==> config.mk <==
export PLATFORM = sky130hd
export DESIGN_NAME = gate_controller
export DESIGN_NICKNAME = d
export VERILOG_FILES = /design/src/rtl/gate_controller.sv
export SDC_FILE = /design/constraint.sdc
export NUM_CORES = 1
export LEC_CHECK = 0
export ABC_AREA = 0
export BUFFER_PORTS_ARGS = -buffer_cell sky130_fd_sc_hd__buf_2
export CORE_AREA = 2 2 71 53
export DETAILED_ROUTE_END_ITERATION = 10
export DIE_AREA = 0 0 73 55
export HOLD_SLACK_MARGIN = 0.1
export PLACE_DENSITY = 0.69
export SLEW_MARGIN = 40
export SYNTH_ARGS = -nofsm -noshare
export SYNTH_HDL_FRONTEND = slang
export SYNTH_SLANG_ARGS = --single-unit
export TNS_END_PERCENT = 10
==> constraint.sdc <==
create_clock -name clk -period 4 [get_ports clk]
set_clock_uncertainty 0.1 [all_clocks]
set_input_delay 0.2 -clock clk [delete_from_list [all_inputs] [get_ports clk]]
set_output_delay 0.2 -clock clk [all_outputs]
set_load 0.01 [all_outputs]
==> src/rtl/gate_controller.sv <==
`default_nettype none
// +----------------------------------------------------------------------------+
// | Module      : gate_controller                                              |
// | Description : Parking-garage gate controller. Synchronises and debounces   |
// |               the entry/exit loop detectors, runs an entry FSM (with       |
// |               garage-full denial) and an exit FSM, drives the barriers and |
// |               issues single-cycle car_in / car_out pulses that never       |
// |               overlap.                                                     |
// | Ports       : clk, rst (async, active-high)                                |
// |               entry_sensor, exit_sensor : raw detectors, async to clk      |
// |               parking_full              : garage full, sync to clk         |
// |               car_in, car_out           : 1-cycle event pulses             |
// |               entry_barrier, exit_barrier : 1 = barrier open               |
// |               entry_denied              : 1 = car waiting at full garage   |
// | Revision    : 1.0 - initial release                                        |
// +----------------------------------------------------------------------------+
module gate_controller #(
  parameter int DEBOUNCE_CYC = 4,   // 1..15
  parameter int HOLD_CYC     = 8    // 1..255
) (
  input  logic clk,
  input  logic rst,
  input  logic entry_sensor,
  input  logic exit_sensor,
  input  logic parking_full,
  output logic car_in,
  output logic car_out,
  output logic entry_barrier,
  output logic exit_barrier,
  output logic entry_denied
);

  localparam logic [3:0] c_DB_LAST   = 4'(DEBOUNCE_CYC - 1);
  localparam logic [7:0] c_HOLD_LAST = 8'(HOLD_CYC - 1);

  localparam logic [1:0] c_ST_IDLE = 2'd0;
  localparam logic [1:0] c_ST_DENY = 2'd1;
  localparam logic [1:0] c_ST_OPEN = 2'd2;
  localparam logic [1:0] c_ST_HOLD = 2'd3;

  // Bit 0 = entry channel, bit 1 = exit channel.
  logic [1:0] w_raw;
  logic [1:0] w_filt;
  logic [1:0] r_filt_d;

  assign w_raw = {exit_sensor, entry_sensor};

  // --------------------------------------------------------------------------
  // Per-sensor 2-flop synchroniser followed by a debounce filter. The filtered
  // level only flips after DEBOUNCE_CYC consecutive synchronised samples that
  // disagree with it; any agreeing sample restarts the count.
  // --------------------------------------------------------------------------
  generate
    for (genvar gi = 0; gi < 2; gi++) begin : g_sensor
      logic       r_sync1;
      logic       r_sync2;
      logic       r_level;
      logic [3:0] r_cnt;

      always_ff @(posedge clk or posedge rst) begin
        if (rst) begin
          r_sync1 <= 1'b0;
          r_sync2 <= 1'b0;
          r_level <= 1'b0;
          r_cnt   <= 4'd0;
        end else begin
          r_sync1 <= w_raw[gi];
          r_sync2 <= r_sync1;
          if (r_sync2 == r_level) begin
            r_cnt <= 4'd0;
          end else if (r_cnt == c_DB_LAST) begin
            r_level <= r_sync2;
            r_cnt   <= 4'd0;
          end else begin
            r_cnt <= r_cnt + 4'd1;
          end
        end
      end

      assign w_filt[gi] = r_level;
    end
  endgenerate

  // Edge detection on the filtered levels.
  logic w_ent_rise, w_ent_fall, w_ext_rise, w_ext_fall;
  assign w_ent_rise = w_filt[0] & ~r_filt_d[0];
  assign w_ent_fall = ~w_filt[0] & r_filt_d[0];
  assign w_ext_rise = w_filt[1] & ~r_filt_d[1];
  assign w_ext_fall = ~w_filt[1] & r_filt_d[1];

  // --------------------------------------------------------------------------
  // FSM state and hold counters
  // --------------------------------------------------------------------------
  logic [1:0] r_ent_state, w_ent_next;
  logic [1:0] r_ext_state, w_ext_next;
  logic [7:0] r_ent_hold, r_ext_hold;
  logic       w_in_req, w_out_req;
  logic       r_pend;

  // Entry FSM. parking_full is only looked at when leaving IDLE; a rising edge
  // during HOLD reopens without a new full check (that car was already
  // admitted behind the previous one while the barrier was still up).
  always_comb begin
    w_ent_next = r_ent_state;
    w_in_req   = 1'b0;
    case (r_ent_state)
      c_ST_IDLE: begin
        if (w_ent_rise) w_ent_next = parking_full ? c_ST_DENY : c_ST_OPEN;
      end
      c_ST_DENY: begin
        if (w_ent_fall) w_ent_next = c_ST_IDLE;
      end
      c_ST_OPEN: begin
        if (w_ent_fall) begin
          w_ent_next = c_ST_HOLD;
          w_in_req   = 1'b1;
        end
      end
      c_ST_HOLD: begin
        if (w_ent_rise)                      w_ent_next = c_ST_OPEN;
        else if (r_ent_hold == c_HOLD_LAST)  w_ent_next = c_ST_IDLE;
      end
      default: w_ent_next = c_ST_IDLE;
    endcase
  end

  // Exit FSM: same shape, no full check, DENY never entered.
  always_comb begin
    w_ext_next = r_ext_state;
    w_out_req  = 1'b0;
    case (r_ext_state)
      c_ST_IDLE: begin
        if (w_ext_rise) w_ext_next = c_ST_OPEN;
      end
      c_ST_OPEN: begin
        if (w_ext_fall) begin
          w_ext_next = c_ST_HOLD;
          w_out_req  = 1'b1;
        end
      end
      c_ST_HOLD: begin
        if (w_ext_rise)                      w_ext_next = c_ST_OPEN;
        else if (r_ext_hold == c_HOLD_LAST)  w_ext_next = c_ST_IDLE;
      end
      default: w_ext_next = c_ST_IDLE;
    endcase
  end

  // Outputs are registered from the next state so they change on the same
  // edge as the state itself.
  always_ff @(posedge clk or posedge rst) begin
    if (rst) begin
      r_filt_d      <= 2'b00;
      r_ent_state   <= c_ST_IDLE;
      r_ext_state   <= c_ST_IDLE;
      r_ent_hold    <= 8'd0;
      r_ext_hold    <= 8'd0;
      entry_barrier <= 1'b0;
      exit_barrier  <= 1'b0;
      entry_denied  <= 1'b0;
      car_in        <= 1'b0;
      car_out       <= 1'b0;
      r_pend        <= 1'b0;
    end else begin
      r_filt_d    <= w_filt;
      r_ent_state <= w_ent_next;
      r_ext_state <= w_ext_next;

      // Counters run only while in HOLD; they are zero on every HOLD entry.
      r_ent_hold <= (r_ent_state == c_ST_HOLD) ? r_ent_hold + 8'd1 : 8'd0;
      r_ext_hold <= (r_ext_state == c_ST_HOLD) ? r_ext_hold + 8'd1 : 8'd0;

      entry_barrier <= (w_ent_next == c_ST_OPEN) || (w_ent_next == c_ST_HOLD);
      exit_barrier  <= (w_ext_next == c_ST_OPEN) || (w_ext_next == c_ST_HOLD);
      entry_denied  <= (w_ent_next == c_ST_DENY);

      // car_in wins a collision; car_out is parked in r_pend for one cycle.
      car_in <= w_in_req;
      if (w_in_req) begin
        car_out <= 1'b0;
        r_pend  <= r_pend | w_out_req;
      end else begin
        car_out <= r_pend | w_out_req;
        r_pend  <= r_pend & w_out_req;
      end
    end
  end

endmodule
`default_nettype wire

==> results by group <==
Routing
  • Drt via density: ~5.4
  • Wire per inst: around 13 um
  • WL final: approximately 2.8 mm
  • Detailed-route via count: between 1k and 1.5k
  • 1st-pass router iterations: 4
  • First DRT Iteration DRCs: between 50 and 60
  • DRT antenna net count: 0
  • # DRC: 0

Global route
  • Antenna violations before repair: 0
  • Largest net degree at the start of global routing: 42
  • Global-route wire length before repair: approximately 4.9 mm
  • Grt total ovfl: 0
  • Vias in the first global route: 1114
  • Overall routing resource usage: 0.165

Critical path
  • WP data arrival: around 1.6 ns
  • Worst reg2reg startpoint: r_ent_hold[3]$_DFF_PP0_
  • WS Path Type: reg -> reg
  • CP endpoint kind: flip-flop
  • R2R depth: 3
  • Critical path required time: slightly above 4 ns
  • Reg-to-Reg End: r_ent_state[0]$_DFF_PP0_
  • Worst setup SP type: flip-flop
  • CP max FO: 6
  • Reg-to-reg slack, setup: around 2.4 ns

Placed design
  • Buffers on Ports: 9
  • DP HPWL: approximately 1.9 mm
  • Placed Cells: approximately 200
  • Placer Congestion: 0.789

Logic synthesis
  • Ys Warns: 0
  • Mapped cell area: 0.00171 mm^2
  • Post-Synthesis Cells: approximately 150
  • Synth Flop Type: dfrtp_1
  • Async SR Flop Fraction: 1.00
  • Number of synthesized flops with an enable pin: 0
  • Post-synthesis register bit count: 41
  • Synth area leader: dfrtp_1
  • Post-Syn Area per Cell: approximately 12 um^2
  • Synth unique cells: 31
  • Net Count, Synth: ~160
  • Post-synth top area share: 0.599
  • Top post-synthesis cells by area: dfrtp_1, a21oi_1, nor2_1, xor2_1, ha_1
  • Sequential area share after synthesis: 0.599

Timing
  • FMAX: 633 MHz
  • Slew margin rel.: 0.667
  • Final hold vios: 0
  • RSZ-0062 raised after global routing: no
  • Final worst-path cycle share: 0.395
  • Final Max Slew Viols: 0
  • Slew at the pin closest to its max-slew limit: approximately 0.50 ns
  • Tmin final: approximately 1.6 ns
  • Final setup vio count: 0
  • Setup TNS: 0 ns

Clock network
  • Root Driver: clkbuf_8
  • TritonCTS clock tree: built
  • Num CTS Buffers: 5
  • Max clock buf depth: 2
  • Sink Count: 41
  • Clock edge transition at the registers on the reported setup and hold paths: roughly 0.080 ns
  • Hold-fix buffer count after cts: 4
  • Post_cts resized: 0
  • Clock latency on the worst-skew pair: 0.29 ns
  • H-tree depth: 2
  • Postcts setup bufs: 0

Die
  • Die W: 73 um
  • Initial Utilization: 0.510
  • Die height: between 50 and 60 um
  • I/O pins: 10
  • Row count: 18
  • Core Box Area: approximately 0.0034 mm^2
  • Area of the die: roughly 0.004 mm^2

Pwr
  • Pint: approximately 0.00076 W
  • Fraction of power spent switching nets: 0.322
  • Comb power frac: 0.239
  • Sw Pwr: ~0.00036 W
  • Leakage: 0.857 nW
  • PwrDens: approximately 580 mW/mm^2
  • Sequential share of power: 0.534
  • Clk pwr share: 0.228
  • Maximum VDD drop: approximately 0.00025 V

Finish
  • Final std cells w/o fill: approximately 210
  • Filler cells: roughly 280
  • Layout cells sized above 1: 0.143
  • Nets@finish: around 180
  • Commonest non-fill, non-tap cell in the layout: dfrtp_1
  • Layout area overhead: 12.9%
  • Register area: ~0.0010 mm^2
  • Multi-input logic area: between 600 and 700 um^2
  • Most frequent cells in the layout: dfrtp_1, nor2_1, a21oi_1
  • Antenna Cells: 0

Outcome
  • Status: finished clean

Min path
  • HP Start: g_sensor[0].r_sync1$_DFF_PP0_
  • Hold Crit Depth: 0
  • Hold Path Class: reg -> reg
  • WHS Endpoint: g_sensor[0].r_sync2$_DFF_PP0_

Job
  • Max_cap viols: 0
-- synth_stat cells (all sizes together), types with 2 or more instances --
master / number
o21ai: 7
and4bb: 2
inv: 2
xnor2: 4
dfrtp: 41
or3: 6
nand2: 8
a21oi: 12
nand4: 2
mux2: 3
nand2b: 4
nor2: 14
nor2b: 4
ha: 4
nand3: 9
nor3b: 2
and3: 2
xor2: 6
nor3: 3
-- kinds of logic after synthesis --
family          count (synthesis)  share of synthesized area
compound gates                 25                     0.0943
xor+xnor                       10                     0.0512
fa+ha+maj                       5                     0.0351
buf+inv                         3                    0.00731
flops                          41                      0.599
mux                             3                     0.0197
simple gates                   60                      0.193
-- worst max-delay path, cell delays in order (launching register included) --
cell	delay, ns
dfrtp_1	0.44
or4_1	0.56
o311ai_1	0.25
nand3_1	0.11
-- final cells by class --
cell class,count,share of cell area
Sequential cell,41,0.531
Clock buffer,6,0.0376
Tap cell,40,0.0259
Inverter,2,0.00389
Clock inverter,2,0.00518
Multi-Input combinational cell,103,0.348
Timing Repair Buffer,14,0.0479
-- metrics by stage --
step           instance area [um^2]  hold slack (ns)  power [W]  setup WS, ns  utilization
2_1_floorplan                  1710            0.131   0.000791          2.50            -
3_3_place_gp                   1810            0.210   0.000856          2.47        0.539
3_5_place_dp                   1810            0.211   0.000872          2.44        0.539
4_1_cts                        1930            0.264    0.00113          2.43        0.576
5_1_grt                        1930            0.274    0.00121          2.29        0.576
6_report                       1930            0.261    0.00112          2.42        0.576
-- sequential cells by signal, summed over array words and instances (netlist names) --
register,flops
g_sensor.r_sync1,2
r_ext_hold,8
r_pend,1
exit_barrier,1
g_sensor.r_cnt,8
r_ent_hold,8
car_in,1
car_out,1
entry_denied,1
g_sensor.r_sync2,2
r_filt_d,2
r_ent_state,2
r_ext_state,2
g_sensor.r_level,2
-- power groups by stage --
| stage | Combinational, W | Clock, W | Sequential [W] |
|---|---|---|---|
| after global routing | 0.000313 | 0.000283 | 0.000614 |
| after floorplan | 0.000208 | 0 | 0.000583 |
| final | 0.000267 | 0.000255 | 0.000597 |
| after global placement | 0.000257 | 0 | 0.000599 |
| after detailed placement | 0.000267 | 0 | 0.000605 |
| after CTS | 0.000272 | 0.000264 | 0.000596 |
-- how the worst max path moves through the flow --
| stage | startpoint | to | slack [ns] | depth (start not counted) |
|---|---|---|---|---|
| floorplan | r_ext_hold[5]$_DFF_PP0_ | exit_barrier$_DFF_PP0_ | 2.50 | 3 |
| global placement | r_ext_hold[5]$_DFF_PP0_ | exit_barrier$_DFF_PP0_ | 2.47 | 3 |
| detailed placement | r_ext_hold[5]$_DFF_PP0_ | r_ext_state[1]$_DFF_PP0_ | 2.44 | 3 |
| CTS | r_ext_hold[5]$_DFF_PP0_ | r_ext_state[1]$_DFF_PP0_ | 2.43 | 3 |
| global route | r_ent_hold[3]$_DFF_PP0_ | r_ent_state[0]$_DFF_PP0_ | 2.29 | 3 |
| finish | r_ent_hold[3]$_DFF_PP0_ | r_ent_state[0]$_DFF_PP0_ | 2.42 | 3 |
-- per-layer routing --
layer  up-vias  share of wire  track usage
met1       547           0.49        0.201
met4         0         0.0090       0.0741
met5         -              0            0
met3         3          0.036       0.0562
li1        559              -            -
met2        12           0.46        0.270
No activity file was read; power rests on OpenSTA's default activity.
